File: config.mk
export PLATFORM = sky130hd
export DESIGN_NAME = mux_arbiter_2_1
export DESIGN_NICKNAME = d
export VERILOG_FILES = /design/src/rtl/mux_arbiter_2_1.sv
export SDC_FILE = /design/constraint.sdc
export NUM_CORES = 1
export LEC_CHECK = 0
export ABC_AREA = 1
export CAP_MARGIN = 20
export CORE_UTILIZATION = 30
export CTS_BUF_LIST = sky130_fd_sc_hd__clkbuf_2 sky130_fd_sc_hd__clkbuf_4 sky130_fd_sc_hd__clkbuf_8
export CTS_CLUSTER_SIZE = 16
export DETAILED_ROUTE_END_ITERATION = 8
export GPL_ROUTABILITY_DRIVEN = 0
export PLACE_DENSITY = 0.6
export SYNTH_ARGS = -nofsm -noshare
export SYNTH_HDL_FRONTEND = slang
export SYNTH_SLANG_ARGS = --single-unit
File: constraint.sdc
create_clock -name Clock_In -period 3.7 [get_ports Clock_In]
set_input_delay 0.555 -clock Clock_In [delete_from_list [all_inputs] [get_ports Clock_In]]
set_output_delay 0.555 -clock Clock_In [all_outputs]
set_load 0.01 [all_outputs]
File: src/rtl/mux_arbiter_2_1.sv
// mux_arbiter_2_1: two-requester arbiter driving a shared 2:1 multiplexer.
// Ties go to the requester that did not win last. A hold counter limits how
// long one requester keeps the line while the other waits. Every release
// passes through IDLE, so the two grants never overlap.
`timescale 1ns/1ps
module mux_arbiter_2_1 #(
  parameter int MAX_HOLD = 8
) (
  input  logic Clock_In,
  input  logic Reset_In,
  input  logic Req_0_In,
  input  logic Req_1_In,
  input  logic Data_0_In,
  input  logic Data_1_In,
  output logic Grant_0_Out,
  output logic Grant_1_Out,
  output logic Select_Out,
  output logic Enable_Out,
  output logic MUX_Data_Out
);

  typedef enum logic [1:0] {
    ST_IDLE    = 2'd0,
    ST_GRANT_0 = 2'd1,
    ST_GRANT_1 = 2'd2
  } state_e;

  // Last counter value before the owner must yield to a waiting requester.
  localparam logic [7:0] HOLD_LAST_C = 8'(MAX_HOLD - 1);

  state_e     state_q, state_d;
  logic       last_grant_q, last_grant_d;
  logic [7:0] hold_cnt_q, hold_cnt_d;
  logic       select_q, select_d;
  logic       grant_0_q, grant_0_d;
  logic       grant_1_q, grant_1_d;
  logic       enable_q, enable_d;

  // State and output registers; reset clears the grants asynchronously.
  always_ff @(posedge Clock_In or negedge Reset_In) begin
    if (!Reset_In) begin
      state_q      <= ST_IDLE;
      last_grant_q <= 1'b1;
      hold_cnt_q   <= 8'd0;
      select_q     <= 1'b0;
      grant_0_q    <= 1'b0;
      grant_1_q    <= 1'b0;
      enable_q     <= 1'b0;
    end else begin
      state_q      <= state_d;
      last_grant_q <= last_grant_d;
      hold_cnt_q   <= hold_cnt_d;
      select_q     <= select_d;
      grant_0_q    <= grant_0_d;
      grant_1_q    <= grant_1_d;
      enable_q     <= enable_d;
    end
  end

  // Next-state logic: arbitrate from IDLE, release on drop or on forced yield.
  always_comb begin
    state_d = state_q;
    case (state_q)
      ST_IDLE: begin
        if (Req_0_In && Req_1_In) begin
          // Tie: the requester that did not win last time gets the line.
          if (last_grant_q) begin
            state_d = ST_GRANT_0;
          end else begin
            state_d = ST_GRANT_1;
          end
        end else if (Req_0_In) begin
          state_d = ST_GRANT_0;
        end else if (Req_1_In) begin
          state_d = ST_GRANT_1;
        end else begin
          state_d = ST_IDLE;
        end
      end
      ST_GRANT_0: begin
        if (!Req_0_In) begin
          state_d = ST_IDLE;
        end else if ((hold_cnt_q == HOLD_LAST_C) && Req_1_In) begin
          state_d = ST_IDLE;
        end else begin
          state_d = ST_GRANT_0;
        end
      end
      ST_GRANT_1: begin
        if (!Req_1_In) begin
          state_d = ST_IDLE;
        end else if ((hold_cnt_q == HOLD_LAST_C) && Req_0_In) begin
          state_d = ST_IDLE;
        end else begin
          state_d = ST_GRANT_1;
        end
      end
      default: begin
        state_d = ST_IDLE;
      end
    endcase
  end

  // Output/datapath next values derived from the transition being taken.
  always_comb begin
    last_grant_d = last_grant_q;
    select_d     = select_q;
    hold_cnt_d   = 8'd0;
    grant_0_d    = (state_d == ST_GRANT_0);
    grant_1_d    = (state_d == ST_GRANT_1);
    enable_d     = (state_d == ST_GRANT_0) || (state_d == ST_GRANT_1);

    if ((state_q == ST_IDLE) && (state_d == ST_GRANT_0)) begin
      last_grant_d = 1'b0;
      select_d     = 1'b0;
    end else if ((state_q == ST_IDLE) && (state_d == ST_GRANT_1)) begin
      last_grant_d = 1'b1;
      select_d     = 1'b1;
    end else begin
      last_grant_d = last_grant_q;
      select_d     = select_q;
    end

    // Count only while the same grant is kept; entry and IDLE restart at zero.
    if ((state_q != ST_IDLE) && (state_d == state_q)) begin
      if (hold_cnt_q == HOLD_LAST_C) begin
        hold_cnt_d = hold_cnt_q;
      end else begin
        hold_cnt_d = hold_cnt_q + 8'd1;
      end
    end else begin
      hold_cnt_d = 8'd0;
    end
  end

  // Shared multiplexer: forced to 0 whenever no grant is held.
  always_comb begin
    if (enable_q) begin
      if (select_q) begin
        MUX_Data_Out = Data_1_In;
      end else begin
        MUX_Data_Out = Data_0_In;
      end
    end else begin
      MUX_Data_Out = 1'b0;
    end
  end

  assign Grant_0_Out = grant_0_q;
  assign Grant_1_Out = grant_1_q;
  assign Select_Out  = select_q;
  assign Enable_Out  = enable_q;

endmodule

* After elaboration in Yosys (flattened, before gate mapping)
Cells that the tools add are included.
** Cells by class
- Add/subtract/negate cells :: 1
- Eq/ne operators :: 7
- Mux-type cells :: 15
- Reductions and logical operators :: 10
** Operator list (count)
- $mux W8 :: 2
- $mux W2 :: 6
- $add A8 B1 Y8 const B :: 1
- $eq A8 B3 Y1 const B :: 1
- $logic_and A1 B1 Y1 :: 6
- $mux W1 :: 6
- $pmux W2 S3 :: 1
- $eq A2 B1 Y1 const B :: 2
- $eq A2 B2 Y1 const B :: 2
- $reduce_bool A2 Y1 :: 2
- $eq A2 B2 Y1 :: 1
- $logic_not A2 Y1 :: 1
- $ne A2 B2 Y1 const B :: 1
- $logic_or A1 B1 Y1 :: 1
** Word-level totals
- Flip-flop bits (word level) :: 15
- Input bits :: 6
- Output and inout port bits :: 5
- Word-level logic and storage cells :: 40

* Depth between registers and ports, before layout
Gate-level depths: netlist (run 1).
- Depth after elaboration :: 9
- Gate-level depth with buffers :: 10

* Worst setup path after synthesis (run 1)
OpenSTA, ideal clock, no wires.
- Path type :: flip-flop to flip-flop
- Start :: reg hold_cnt_q[0]
- End :: reg select_q (netlist: Select_Out)
- Library setup time :: 0.126 ns
- Arrival :: 1.551 ns
- Required time :: 3.574 ns
- Setup slack :: 2.023 ns
- Stages on the path, launching flop included :: 11
- Path buffers :: 0
- Period minus slack after synthesis :: 1.677 ns
- Cells stage by stage :: dfrtp_1 ha_1 nand3_2 o21ai_1 nand2_1 nand2_2 inv_1 ha_1 o21a_1 nand2_1 o21ai_0
** On the way
- Longest elaborated chain between the ends :: 8
** RTL lines
- start: declaration :: RTL line 33 : logic [7:0] hold_cnt_q, hold_cnt_d;
- start signal: assignment :: RTL line 52 : hold_cnt_q <= hold_cnt_d;
- $eq A8 B3 Y1 (*) :: RTL line 83 : end else if ((hold_cnt_q == HOLD_LAST_C) && Req_1_In) begin
- $logic_and A1 B1 Y1 (*) :: RTL line 83
- $mux W1 (*) :: RTL line 83
- $mux W1 (*) :: RTL line 81 : if (!Req_0_In) begin
- $pmux W2 S3 (*) :: RTL line 63 : case (state_q)
- via state_d[0] :: RTL line 31 : state_e state_q, state_d;
- $eq A2 B1 Y1 (*)
- via grant_0_d :: RTL line 35 : logic grant_0_q, grant_0_d;
- $logic_and A1 B1 Y1 (*) :: RTL line 113 : if ((state_q == ST_IDLE) && (state_d == ST_GRANT_0)) begin
- $mux W1 / $reduce_bool A2 Y1 (equally long branches)
- end signal: assignment :: RTL line 53 : select_q <= select_d;
- end: declaration :: RTL line 34 : logic select_q, select_d;
Mark *: on every way through the listed nets, which the timed path passes. The rest lies on a longest branch.
A chain may end at the register's enable or synchronous reset.

* Final worst setup path (run 1)
- Start :: in Data_0_In
- End :: out MUX_Data_Out
** On the way
- Longest elaborated chain between the ends :: 2
** RTL lines
- start: declaration :: RTL line 13 : input logic Data_0_In,
- $mux W1 :: RTL line 139 : if (select_q) begin
- $mux W1 :: RTL line 138 : if (enable_q) begin
- end: declaration :: RTL line 19 : output logic MUX_Data_Out
No other way between the ends.

==> impl_metrics.yaml, run 1 <==
status:
  status: "finished, final reports clean"
clocking:
  cts_tree: "built"
  clock_latency_ns: 0.28
  htree_levels: 1
  cts.sinks: 15
  numCtsBuffers: 3
  clkSlewWorstSetupHoldPaths_ns: 0.09
  cts_resized: 0
  cts_root_buf: "clkbuf_4"
  cts_setup_buffers: 0
  ctsLongestPathBuffers: 2
  holdBufCountCts: 0
routing:
  via_count: 577
  wl_mm: 1.39
  antenna_left: 0
  drc: 0
  drt_iter0_drc: 3
  detailedRoute.firstPassIterationCount: 3
  vias_per_cell: 4.47
  detail_route.wl_per_cell_um: 10.8
synth:
  yosysSeqAreaShare: 0.490
  synthAdderAreaFrac: 0.0489
  synth_compound_area_frac: 0.0831
  synth_area_per_cell_sq_um: 8.83
  ys_types: 21
  synth_area_sq_um: 768
  synth-simple-area-share: 0.257
  synth_xor_area_frac: 0.0570
  synth_mux_area_frac: 0
  synth_nets: 96
  ys.warnings.count: 0
  netlist_instances: 87
  synth-seq-cells: 15
  synth_top_family_by_area: "simple AND/OR/NAND/NOR gates"
setup_path:
  cp_max_fo: 1
  crit_top_cell: "clkdlybuf4s50_1"
  r2r_cells: 10
  cp_slowest_cell: "clkdlybuf4s50_1"
  r2r-start: "hold_cnt_q[0]"
  rrSetupSlack_ns: 1.86
  critPathLaunch: "Data_0_In"
  crit_end: "MUX_Data_Out"
  critPathRequiredTime_ns: 3.14
  path_class: "primary input to primary output"
  crit_path_cell_trace: "clkdlybuf4s50_1 -> o21ai_0 -> nor2_1 -> clkdlybuf4s50_1"
  critPathMaxStageDelay_ns: 0.54
  worst_ep_arrival_time_ns: 1.73
  cp-end-kind: "primary output"
  rr_endpoint: "Select_Out"
  crit_path_start_kind: "primary input"
timing:
  slew_violations: 0
  whs_ns: 0.495
  hold_viol: 0
  min_period_ns: 2.29
  setup_violations: 0
  tns_ns: 0
  worst_pin_slew_ns: 0.679
  fin_crit_sh: 0.618
  max_freq_mhz: 437
  finalClockSkew_ns: 0.00338
  relSlewSlack: 0.546
  rsz0062_at_grt: "false"
power_and_ir_drop:
  power.switching_uw: 216
  power_frac_clock: 0.171
  ir_worst_vdd_v: 0.000316
  p_leak_nw: 0.446
  power.internal_uw: 368
  p_seq_frac: 0.419
  finalPower_uw: 585
  switching_share: 0.370
  p_per_area_nw_per_um2: 626
  combPwrFrac: 0.410
global_route:
  grt_start_max_net_pins: 16
  grt_pass1_wl_mm: 2.50
  overflow: 0
  grt_pass1_vias: 593
  antenna_found_initial: 0
  grt_usage: 0.130
hold_path:
  hold_class: "flip-flop to flip-flop"
place:
  port_buffers: 10
  placed_area_sq_um: 903
  hpwl_mm: 1.07
floorplan:
  die_x_um: 52.6
  rows: 17
  dieHeight_um: 52.6
  start_util: 0.331
  pin_count: 11
  core_sq_um: 2320
  dieArea_sq_um: 2770
cells_and_area:
  drive_gt1_frac: 0.149
  finalNetCount: 111
  diodes: 0
  final_util: 0.403
  fin_area_sq_um: 933
  syn_to_final_growth_pct: 21.5
flow_run:
  maxCapViolCount: 0
worst min-delay path by stage:
stage            startpoint           end  depth (start not counted)
5_1_grt        last_grant_q  last_grant_q                          2
2_1_floorplan      Reset_In    Enable_Out                          0
3_5_place_dp   last_grant_q  last_grant_q                          2
4_1_cts        last_grant_q  last_grant_q                          2
3_3_place_gp   last_grant_q  last_grant_q                          2
6_report       last_grant_q  last_grant_q                          2
kinds of logic after synthesis:
kind of cell | Yosys count
simple gates | 40
buf+inv | 13
compound gates | 11
fa+ha+maj | 3
xor+xnor | 5
flops | 15
power by group through the flow:
stage | clock (mW) | sequential (mW) | combinational [mW]
final | 0.0997 | 0.245 | 0.240
after global routing | 0.113 | 0.252 | 0.273
after CTS | 0.105 | 0.246 | 0.244
after detailed placement | 0 | 0.249 | 0.242
after global placement | 0 | 0.246 | 0.239
after floorplan | 0 | 0.252 | 0.142
critical path, delay by kind of cell:
kind | cells | cell delay [ns]
compound gates | 1 | 0.08
buf+inv | 2 | 0.99
simple gates | 1 | 0.09
cell type report:
class,count,area (sq um)
Clock buffer,4,30.0
Fill cell,245,1390
Inverter,13,48.8
Multi-Input combinational cell,59,343
Sequential cell,15,377
Tap cell,28,35.0
Timing Repair Buffer,10,100
cell usage in the layout, fill, tap and decap left out, drive strengths merged:
| cell | synthesis | routed |
|---|---|---|
| a21oi | 3 | 3 |
| nand3 | 5 | 5 |
| inv | 13 | 13 |
| dfrtp | 14 | 14 |
| xor2 | 4 | 4 |
| o21a | 1 | 1 |
| o21bai | 1 | 1 |
| o21ai | 6 | 6 |
| xnor2 | 1 | 1 |
| nor2 | 18 | 18 |
| clkbuf | 0 | 4 |
| ha | 3 | 3 |
| nand2 | 16 | 16 |
| clkdlybuf4s50 | 0 | 10 |
| nand3b | 1 | 1 |
| dfstp | 1 | 1 |
sequential cells by signal, indices dropped and copies added (netlist names):
register,cells
Enable_Out,1
Select_Out,1
hold_cnt_q,8
Grant_1_Out,1
state_q,2
last_grant_q,1
Grant_0_Out,1
synth_stat cells:
cell type	number	area share
nand2_4	1	0.015
inv_1	13	0.064
dfstp_2	1	0.034
a21oi_1	2	0.013
nor2_2	1	0.0081
nand3_2	2	0.026
nor2_4	1	0.015
nand2_2	4	0.033
a21oi_2	1	0.011
dfrtp_1	14	0.46
o21ai_1	1	0.0065
xnor2_1	1	0.011
xor2_1	4	0.046
nand3b_1	1	0.0098
o21ai_0	5	0.033
o21a_1	1	0.0098
o21bai_1	1	0.0098
ha_1	3	0.049
nand3_1	3	0.020
nand2_1	11	0.054
nor2_1	16	0.078
per-layer routing:
| layer | wire length (um) | up-vias | global-route usage |
|---|---|---|---|
| met5 | 0 | - | 0 |
| met4 | 33 | 0 | 0.0921 |
| met3 | 64 | 4 | 0.0319 |
| met2 | 634 | 12 | 0.196 |
| met1 | 662 | 264 | 0.159 |
| li1 | - | 297 | - |
stage by stage:
| stage | std cells | setup slack [ns] |
|---|---|---|
| 3_3_place_gp | 125 | 1.45 |
| 5_1_grt | 129 | 1.36 |
| 2_1_floorplan | 87 | 2.02 |
| 3_5_place_dp | 125 | 1.40 |
| 4_1_cts | 129 | 1.40 |
| 6_report | 129 | 1.41 |
Power figures use the tool's default switching activity.
==> inputs of run 2 (changes only) <==
- PLACE_DENSITY: 0.6 -> 0.62
- clock period: 3.7 -> 2.05 ns (I/O delays scaled with it)
==> run 2 against run 1 <==
- final cell count rose by 1.6%
- die area did not move
- worst setup slack got worse by 1.2 ns
- largest cell class unchanged
- clock power rose by 92%
- via count rose by 0.52%
- combinational power rose by 90%
- highest routed layer unchanged
==> impl_metrics.yaml, run 2 (synthesis results as in run 1) <==
floorplan:
  pin_count: 11
  core_sq_um: 2320
  dieHeight_um: 52.6
  die_x_um: 52.6
  dieArea_sq_um: 2770
  rows: 17
  start_util: 0.331
clocking:
  cts.sinks: 15
  ctsLongestPathBuffers: 2
  numCtsBuffers: 3
  cts_tree: "built"
  clock_latency_ns: 0.29
  htree_levels: 1
  cts_root_buf: "clkbuf_4"
  clkSlewWorstSetupHoldPaths_ns: 0.09
  holdBufCountCts: 0
routing:
  drc: 0
  antenna_left: 0
  via_count: 580
  vias_per_cell: 4.43
  detailedRoute.firstPassIterationCount: 4
  detail_route.wl_per_cell_um: 10.7
  drt_iter0_drc: 4
  wl_mm: 1.41
status:
  status: "finished, final reports clean"
cells_and_area:
  final_cells: 131
  reg_top3: "hold_cnt_q x8, state_q x2"
  diodes: 0
  top_register: "hold_cnt_q"
  syn_to_final_growth_pct: 24.3
  drive_gt1_frac: 0.184
  largest_register_ffs: 8
  layout_common_cells: "nor2_1, dfrtp_1, inv_1, nand2_1, clkdlybuf4s50_1"
  finalNetCount: 113
  fill_cells: 236
  final_common_cell: "nor2_1"
  fin_area_sq_um: 955
  final_util: 0.412
setup_path:
  r2r_cells: 10
  rr_endpoint: "Select_Out"
  cp-end-kind: "flip-flop"
  cp_max_fo: 4
  critPathRequiredTime_ns: 2.22
  rrSetupSlack_ns: 0.18
  worst_ep_arrival_time_ns: 2.04
  r2r-start: "hold_cnt_q[0]"
  path_class: "flip-flop to flip-flop"
  critPathLaunch: "hold_cnt_q[0]"
  crit_path_start_kind: "flip-flop"
global_route:
  grt_start_max_net_pins: 16
  grt_pass1_vias: 493
  grt_usage: 0.116
  antenna_found_initial: 0
  overflow: 0
  grt_pass1_wl_mm: 2.20
timing:
  setup_violations: 0
  finalClockSkew_ns: 0.00469
  worst_pin_slew_ns: 0.666
  max_freq_mhz: 535
  hold_viol: 0
  whs_ns: 0.411
  fin_crit_sh: 0.911
  slew_violations: 0
  min_period_ns: 1.87
  relSlewSlack: 0.554
place:
  hpwl_um: 973
  port_buffers: 10
  placed_area_sq_um: 903
  dp.cells: 125
hold_path:
  hold_class: "primary input to asynchronous set/reset pin"
power_and_ir_drop:
  p_leak_nw: 0.455
  finalPower_mw: 1.09
  ir_worst_vdd_v: 0.000613
  p_per_area_nw_per_um2: 1140
flow_run:
  maxCapViolCount: 0
-- run 2: how the worst max path moves through the flow --
stage	to	slack (ns)
2_1_floorplan	Select_Out	0.37
3_3_place_gp	Select_Out	0.14
4_1_cts	Select_Out	0.13
5_1_grt	Select_Out	-0.02
3_5_place_dp	Select_Out	0.13
6_report	Select_Out	0.18
-- run 2: layer usage --
metal / global-route usage / part of all wire
met5: 0 / 0
met4: 0.0658 / 0.023
met3: 0.0522 / 0.049
met2: 0.173 / 0.44
met1: 0.136 / 0.48
-- run 2: area by class of cell --
type                    instances  area [sq um]  share of cell area
well taps                      28          35.0              0.0367
clock buffers                   4          30.0              0.0315
multi-input cells              59           349               0.366
inverters                      13          48.8              0.0511
flip-flops and latches         15           377               0.394
repair buffers                 12           115               0.121
-- run 2: per-stage QoR --
step / TNS, ns / worst slack, ns
2_1_floorplan: 0 / 0.373
3_3_place_gp: 0 / 0.143
3_5_place_dp: 0 / 0.125
4_1_cts: 0 / 0.126
5_1_grt: -0.0172 / -0.0172
6_report: 0 / 0.182
-- run 2: worst max-delay path, stage by stage (launching register included) --
cell and delay, ns:
dfrtp_1 0.41, ha_2 0.23, nand3_2 0.14, o21ai_2 0.17, nand2_1 0.07, nand2_2 0.08, inv_1 0.06, ha_1 0.23
o21a_1 0.21, nand2_1 0.07, o21ai_0 0.08
-- run 2: power breakdown --
part / leakage (nW) / total, mW / internal, mW / switching, mW
sequential: 0.195 / 0.443 / 0.383 / 0.0602
clock: 0.0184 / 0.191 / 0.0890 / 0.102
combinational: 0.242 / 0.455 / 0.208 / 0.247
-- run 2: timing repair --
item	4_1_cts	5_1_grt
setup buffers	0	2
gates resized for setup	0	2
setup endpoints to repair	0	2
